[config.mk]
export PLATFORM = sky130hd
export DESIGN_NAME = regfile_mp
export DESIGN_NICKNAME = d
export VERILOG_FILES = /design/src/rtl/regfile_mp.sv
export SDC_FILE = /design/constraint.sdc
export NUM_CORES = 2
export LEC_CHECK = 0
export ABC_CLOCK_PERIOD_IN_PS = 10700
export CAP_MARGIN = 5
export CELL_PAD_IN_SITES_DETAIL_PLACEMENT = 1
export CELL_PAD_IN_SITES_GLOBAL_PLACEMENT = 2
export CORE_MARGIN = 2
export CORE_UTILIZATION = 46
export DETAILED_ROUTE_END_ITERATION = 10
export HOLD_SLACK_MARGIN = 0.15
export PLACE_DENSITY_LB_ADDON = 0.1
export SLEW_MARGIN = 20
export SYNTH_ARGS = -nofsm -noshare
export SYNTH_HDL_FRONTEND = slang
export SYNTH_SLANG_ARGS = --single-unit
export TNS_END_PERCENT = 5
[constraint.sdc]
create_clock -name clk_i -period 10.7 [get_ports clk_i]
set_clock_uncertainty 0.15 [all_clocks]
set_input_delay 2.14 -clock clk_i [delete_from_list [all_inputs] [get_ports clk_i]]
set_output_delay 2.14 -clock clk_i [all_outputs]
set_load 0.05 [all_outputs]
[src/rtl/regfile_mp.sv]
// Multi-port register file: NUM_RD combinational reads, two write ports (wr1 has priority), pending scoreboard.
// Latency: reads are 0-cycle combinational; writes and pending updates take effect at the next clock edge.
// Backpressure: none on the ports; init_busy_o stays high during the post-reset clear sweep and the core must stall.
module regfile_mp #(
  parameter int DATA_W   = 32,
  parameter int ADDR_W   = 5,
  parameter int NUM_RD   = 2,
  parameter int ZERO_REG = 1,
  parameter int BYPASS   = 1
) (
  input  logic                     clk_i,
  input  logic                     reset_i,
  input  logic                     wr0_en_i,
  input  logic [ADDR_W-1:0]        wr0_addr_i,
  input  logic [DATA_W-1:0]        wr0_data_i,
  input  logic                     wr1_en_i,
  input  logic [ADDR_W-1:0]        wr1_addr_i,
  input  logic [DATA_W-1:0]        wr1_data_i,
  input  logic                     pend_set_i,
  input  logic [ADDR_W-1:0]        pend_addr_i,
  input  logic [NUM_RD*ADDR_W-1:0] rd_addr_i,
  output logic [NUM_RD*DATA_W-1:0] rd_data_o,
  output logic [NUM_RD-1:0]        rd_pend_o,
  output logic                     init_busy_o
);

  localparam int NREG = 1 << ADDR_W;
  localparam logic [ADDR_W-1:0] LAST_IDX = ADDR_W'(NREG - 1);

  logic [DATA_W-1:0] mem_q [NREG];
  logic [NREG-1:0]   pend_q, pend_d;
  logic              init_busy_q, init_busy_d;
  logic [ADDR_W-1:0] sweep_idx_q, sweep_idx_d;

  // Entry 0 is hardwired when ZERO_REG is set, so writes and pend_set on it are dropped.
  logic wr0_ok, wr1_ok, pend_ok;
  assign wr0_ok  = wr0_en_i   && !(ZERO_REG != 0 && wr0_addr_i  == '0);
  assign wr1_ok  = wr1_en_i   && !(ZERO_REG != 0 && wr1_addr_i  == '0);
  assign pend_ok = pend_set_i && !(ZERO_REG != 0 && pend_addr_i == '0);

  // Sweep control: advance the clear index each busy cycle, drop busy after the last entry.
  always_comb begin
    init_busy_d = init_busy_q;
    sweep_idx_d = sweep_idx_q;
    if (init_busy_q) begin
      sweep_idx_d = sweep_idx_q + 1'b1;
      if (sweep_idx_q == LAST_IDX) begin
        init_busy_d = 1'b0;
      end
    end
  end

  // Sweep state registers; reset restarts the sweep from entry 0.
  always_ff @(posedge clk_i) begin
    if (reset_i) begin
      init_busy_q <= 1'b1;
      sweep_idx_q <= '0;
    end else begin
      init_busy_q <= init_busy_d;
      sweep_idx_q <= sweep_idx_d;
    end
  end

  // Pending bits: a write clears, pend_set applied last so a new producer wins over a same-cycle write.
  always_comb begin
    pend_d = pend_q;
    if (!init_busy_q) begin
      if (wr0_en_i) pend_d[wr0_addr_i] = 1'b0;
      if (wr1_en_i) pend_d[wr1_addr_i] = 1'b0;
      if (pend_ok)  pend_d[pend_addr_i] = 1'b1;
    end
  end

  // Pending scoreboard register.
  always_ff @(posedge clk_i) begin
    if (reset_i) begin
      pend_q <= '0;
    end else begin
      pend_q <= pend_d;
    end
  end

  // Storage: the sweep owns the array while busy; otherwise wr1 is applied after wr0 so it wins on collision.
  always_ff @(posedge clk_i) begin
    if (!reset_i) begin
      if (init_busy_q) begin
        mem_q[sweep_idx_q] <= '0;
      end else begin
        if (wr0_ok) mem_q[wr0_addr_i] <= wr0_data_i;
        if (wr1_ok) mem_q[wr1_addr_i] <= wr1_data_i;
      end
    end
  end

  assign init_busy_o = init_busy_q;

  logic [DATA_W-1:0] rd_dat [NUM_RD];
  logic              rd_pnd [NUM_RD];

  for (genvar g = 0; g < NUM_RD; g++) begin : g_rd
    logic [ADDR_W-1:0] ra;
    assign ra = rd_addr_i[g*ADDR_W +: ADDR_W];

    // Read mux: busy and hardwired zero first, then same-cycle bypass (wr1 over wr0), then storage.
    always_comb begin
      rd_dat[g] = mem_q[ra];
      rd_pnd[g] = pend_q[ra];
      if (init_busy_q || (ZERO_REG != 0 && ra == '0)) begin
        rd_dat[g] = '0;
        rd_pnd[g] = 1'b0;
      end else if (BYPASS != 0 && wr1_en_i && wr1_addr_i == ra) begin
        rd_dat[g] = wr1_data_i;
        rd_pnd[g] = 1'b0;
      end else if (BYPASS != 0 && wr0_en_i && wr0_addr_i == ra) begin
        rd_dat[g] = wr0_data_i;
        rd_pnd[g] = 1'b0;
      end
    end

    assign rd_data_o[g*DATA_W +: DATA_W] = rd_dat[g];
    assign rd_pend_o[g]                  = rd_pnd[g];
  end

endmodule
**Word-level counts from Yosys, hierarchy flattened**

Memories as Yosys holds them, arrays and structs flattened.
Cells that the tools add are included.

- Bits of input ports: 94
- Memories kept: 1
- RAM bits: 1,024
- Word-level logic and storage cells: 87
- Register bits: 38
- Output and inout port bits: 67

Memories:

| memory | depth | width | rd ports | clocked after Yosys merged registers in | wr ports | RTL line | text |
|---|---|---|---|---|---|---|---|
| mem_q | 32 | 32 | 2 | 0 | 2 | 30 | `logic [DATA_W-1:0] mem_q [NREG];` |

- Mux-type cells: 43
- $add $sub $neg: 1
- Eq/ne operators: 5
- Order comparisons: 8
- Reduce and logical (&&, ||, !) cells: 21
- Bitwise gates (word level): 5

Operators with widths:

| cell | number |
|---|---|
| two-way mux 32 bit | 12 |
| AND 32 bit | 2 |
| inverter 32 bit | 2 |
| OR 32 bit | 1 |
| OR reduction 32 bit | 1 |
| less-than comparator 5 x 6 -> 1 bit (second input constant) | 5 |
| zero test 5 bit | 5 |
| two-way mux 1 bit | 25 |
| equality test 5 bit | 4 |
| demux 1 bit (select 5 bit) | 3 |
| greater-or-equal comparator 5 x 1 -> 1 bit (second input constant) | 3 |
| binary-select mux 1 bit (select 5 bit) | 2 |
| logical AND 1 bit | 10 |
| adder 5 x 1 -> 5 bit (second input constant) | 1 |
| equality test 5 bit (second input constant) | 1 |
| two-way mux 5 bit | 1 |
| zero test 1 bit | 3 |
| logical OR 1 bit | 2 |

**Logic depth before layout (Yosys ltp)**

- Depth after elaboration: 13
- Gate-level depth with buffers: 9
- Depth with buffers taken out: 5

**Worst setup path before layout**

No wires, ideal clock.

- Path kind: input to output
- From: in rd_addr_i[5]
- To: out rd_pend_o[1]
- Cell stages on the path: 8
- Data required time: 8.410 ns
- Arrival: 4.677 ns
- Buffers on the path: 4
- Path slack: 3.733 ns
- Cell sequence: buf_4 buf_2 buf_4 buf_4 mux2i_1 a221oi_1 nand2_1 a311oi_1

- Word-level cells in the longest chain between the ends: 5
- Elaborated cells on any way between the ends: 11
- Classes of those cells: 2 x eq/ne; 5 x mux; 4 x reduce/logical

RTL lines:

| what | RTL line | text |
|---|---|---|
| start, declared | 21 | `input logic [NUM_RD*ADDR_W-1:0] rd_addr_i,` |
| binary-select mux 1 bit (select 5 bit) / equality test 5 bit (equally long branches) | 107, 114 |  |
| two-way mux 1 bit (implied by the code) / logical AND 1 bit (equally long branches) | 107, 114 |  |
| two-way mux 1 bit | 114 | `end else if (BYPASS != 0 && wr0_en_i && wr0_addr_i == ra) begin` |
| two-way mux 1 bit | 111 | `end else if (BYPASS != 0 && wr1_en_i && wr1_addr_i == ra) begin` |
| two-way mux 1 bit (*) | 108 | `if (init_busy_q \|\| (ZERO_REG != 0 && ra == '0)) begin` |
| end, declared | 23 | `output logic [NUM_RD-1:0] rd_pend_o,` |

Mark *: on every way between the ends. The rest lies on a longest branch, timed or not. The select of a mux whose other input is x is not followed.

**Final worst setup path**

- From: in wr1_addr_i[0]
- To: out rd_data_o[19]

- Word-level cells in the longest chain between the ends: 4

RTL lines:

| what | RTL line | text |
|---|---|---|
| start, declared | 17 | `input logic [ADDR_W-1:0] wr1_addr_i,` |
| equality test 5 bit | 111 |  |
| logical AND 1 bit | 111 |  |
| two-way mux 32 bit | 111 |  |
| two-way mux 32 bit | 108 |  |
| end, declared | 22 | `output logic [NUM_RD*DATA_W-1:0] rd_data_o,` |

No other way between the ends.

==> impl_metrics.json <==
{
  "fp.dieH_um": 373,
  "cts_inserted_buffers": 130,
  "ctsResizeCount": 0,
  "cts_tree": "done",
  "critPathArrivalTime_ns": 6.81,
  "criticalPathCategory": "primary input to primary output",
  "grt_pass1_wl_um": 383000,
  "die_area_sq_mm": 0.139,
  "cts.sinks": 1062,
  "htreeDepth": 4,
  "drtPass1Iterations": 6,
  "combPwrFrac_pct": 8.9,
  "max_slew_margin_pct": 6.73,
  "yosys_most_used_dff": "edfxtp_1",
  "portBuffers": 160,
  "routabilityCongestion": 0.850,
  "synth_top_area_share_pct": 49.1,
  "drc": 0,
  "synth_area_sq_mm": 0.0626,
  "pwr-share-clk_pct": 44.3,
  "seqPwrFrac_pct": 46.7,
  "synth_compound_area_share_pct": 16.0,
  "core.rowCount": 135,
  "clock_latency_ns": 0.77,
  "rsz0062_at_grt": "no",
  "finish.instance_area_sq_mm": 0.0695,
  "core_sq_mm": 0.135,
  "ys_ff_latch": 1062,
  "muxShareOfSynthArea_pct": 19.7,
  "io-pin-count": 161,
  "status": "finished, final reports clean",
  "antenna_found_initial": 5,
  "yosysUniqueCellTypes": 65,
  "avgSynthCellArea_sq_um": 11.2,
  "setup_viol": 0,
  "routed_via_density": 7.16,
  "startpoint_type": "primary input",
  "num_vias": 51500,
  "root_buffer": "clkbuf_16",
  "slew_violations": 0,
  "fillerInstances": 13900,
  "finalSetupTns_ns": 0,
  "path_max_fanout": 34,
  "drtAntennaViolNets": 0,
  "cts_post_setup_buffers_inserted": 0,
  "synthCells": 5576,
  "clkSlewWorstSetupHoldPaths_ns": 0.06,
  "synthToLayoutAreaGrowth_pct": 11.0,
  "fin_nets": 5406,
  "overflow": 0,
  "synth_simple_gate_area_share_pct": 8.77,
  "start_util_pct": 46.3,
  "synthAdderAreaFrac_pct": 0.0399,
  "fmax_mhz": 110,
  "crit_required_ns": 8.41,
  "drive_above_1_share_pct": 15.7,
  "hold_viol": 0,
  "leakage_nw": 21.4,
  "synth-async-reset-ratio_pct": 0,
  "grt_max_degree": 104,
  "holdBufCountCts": 0,
  "hp-class": "register to register",
  "yosysTopAreaCell": "edfxtp_1",
  "drt_iter0_drc": 7871,
  "cts_buffer_depth": 3,
  "worst_pin_slew_ns": 1.38,
  "place_area_sq_mm": 0.0655,
  "power_switching_mw": 2.42,
  "endpoint_kind": "primary output",
  "period_needed_ns": 9.10,
  "ys_seq_area_share_pct": 50.3,
  "ys_warn_count": 0,
  "synth_top_family_by_area": "multiplexers",
  "hpwl_um": 150000,
  "die_w_um": 373,
  "p_per_area_mw_per_mm2": 140,
  "synth_nets": 5672,
  "first_global_vias": 51100,
  "final_core_util_pct": 51.4,
  "swShare_pct": 25.0,
  "timing.final.crit_share_pct": 85.1,
  "irDropWorstVdd_mv": 0.128,
  "synth_edf_count": 1024,
  "wl_um": 272000,
  "yosysMostFrequentCell": "o21ai_0",
  "synth_xor_area_share_pct": 0.322,
  "wire_per_inst_um": 37.8,
  "synth.area.top_cells": "edfxtp_1 49%, mux4_2 15%, o21ai_0 9.1%",
  "p_int_mw": 7.28,
  "grt_use_total_pct": 38.6,
  "synth_common_cells": "1,141 x o21ai_0, 1,081 x nand2_1, 1,024 x edfxtp_1",
  "maxCapViolCount": 0
}
==> area by class of cell <==
class	count	area, sq um	share of cell area (%)
antenna	2	5.00	0.00720
clock buffer	172	3570	5.13
clock inverter	56	415	0.598
inverter	40	150	0.216
multi-input combinational	3762	28800	41.5
sequential	1062	31500	45.3
tap	1781	2230	3.21
timing repair buffer	314	2810	4.04
==> cells in the final DEF, fill, tap and decap left out, types with 39 or more instances in the layout <==
master,n
edfxtp_1,1024
a21oi_1,45
o22ai_1,61
clkbuf_16,137
o221ai_1,61
mux2i_1,324
a22oi_1,94
a21o_1,63
clkdlybuf4s50_1,145
buf_4,150
o21ai_0,1141
o32ai_1,64
o211ai_1,62
a32oi_1,62
inv_1,39
mux4_2,404
nand2_1,1068
==> routing by layer <==
metal,global-route usage (%),vias up,share of wire [%]
met3,9.12,744,12
li1,-,20800,-
met1,52.5,26500,38
met2,58.9,3460,45
met4,17.2,8,5.1
met5,0,-,0.019
==> worst max-delay path, stage by stage <==
cell and delay, ns:
clkdlybuf4s50_1 0.80, xnor2_1 0.14, and2_1 0.27, a21oi_4 0.16
buf_4 0.47, nand3_2 0.83, buf_4 0.51, o211ai_1 0.53
clkdlybuf4s50_1 0.92
==> path summary, 6_finish.rpt <==
| kind | cells after the start | end | slack [ns] | startpoint |
|---|---|---|---|---|
| setup / recovery | 9 | rd_data_o[19] | 1.60 | wr1_addr_i[0] |
| hold reg to reg | 2 | pend_q[30]$_SDFFE_PP0N_ | 0.34 | pend_q[30]$_SDFFE_PP0N_ |
| setup reg to reg | 6 | mem_q[4][19]$_DFFE_PP_ | 6.59 | init_busy_o$_SDFF_PP1_ |
| hold / removal | 2 | pend_q[30]$_SDFFE_PP0N_ | 0.34 | pend_q[30]$_SDFFE_PP0N_ |
==> sequential cells by signal (all words and copies together) (netlist names) <==
register     count
mem_q         1024
pend_q          32
sweep_idx_q      5
init_busy_o      1
==> power by group through the flow <==
stage / sequential (mW) / clock [mW] / combinational (mW)
floorplan: 4.62 / 0 / 0.516
global placement: 4.62 / 0 / 0.841
detailed placement: 4.62 / 0 / 0.844
CTS: 4.53 / 4.33 / 0.847
global route: 4.54 / 4.45 / 0.889
finish: 4.53 / 4.30 / 0.868
==> logic make-up after synthesis <==
group,Yosys count
DFF,1062
and+or+nand+nor,1299
AOI/OAI and AO/OA,1709
xor gates and xnor gates,23
buffers and inverters,752
muxes,729
adders and majority gates,2
==> stage by stage <==
step	total power, mW	hold slack, ns	instances	setup WS [ns]
6_report	9.70	0.335	7189	1.60
5_1_grt	9.88	0.371	7187	1.55
4_1_cts	9.71	0.343	7187	1.74
3_5_place_dp	5.47	0.335	6959	1.74
3_3_place_gp	5.46	0.324	6959	1.83
2_1_floorplan	5.13	0.306	5576	3.73
Power figures use the tool's default switching activity.
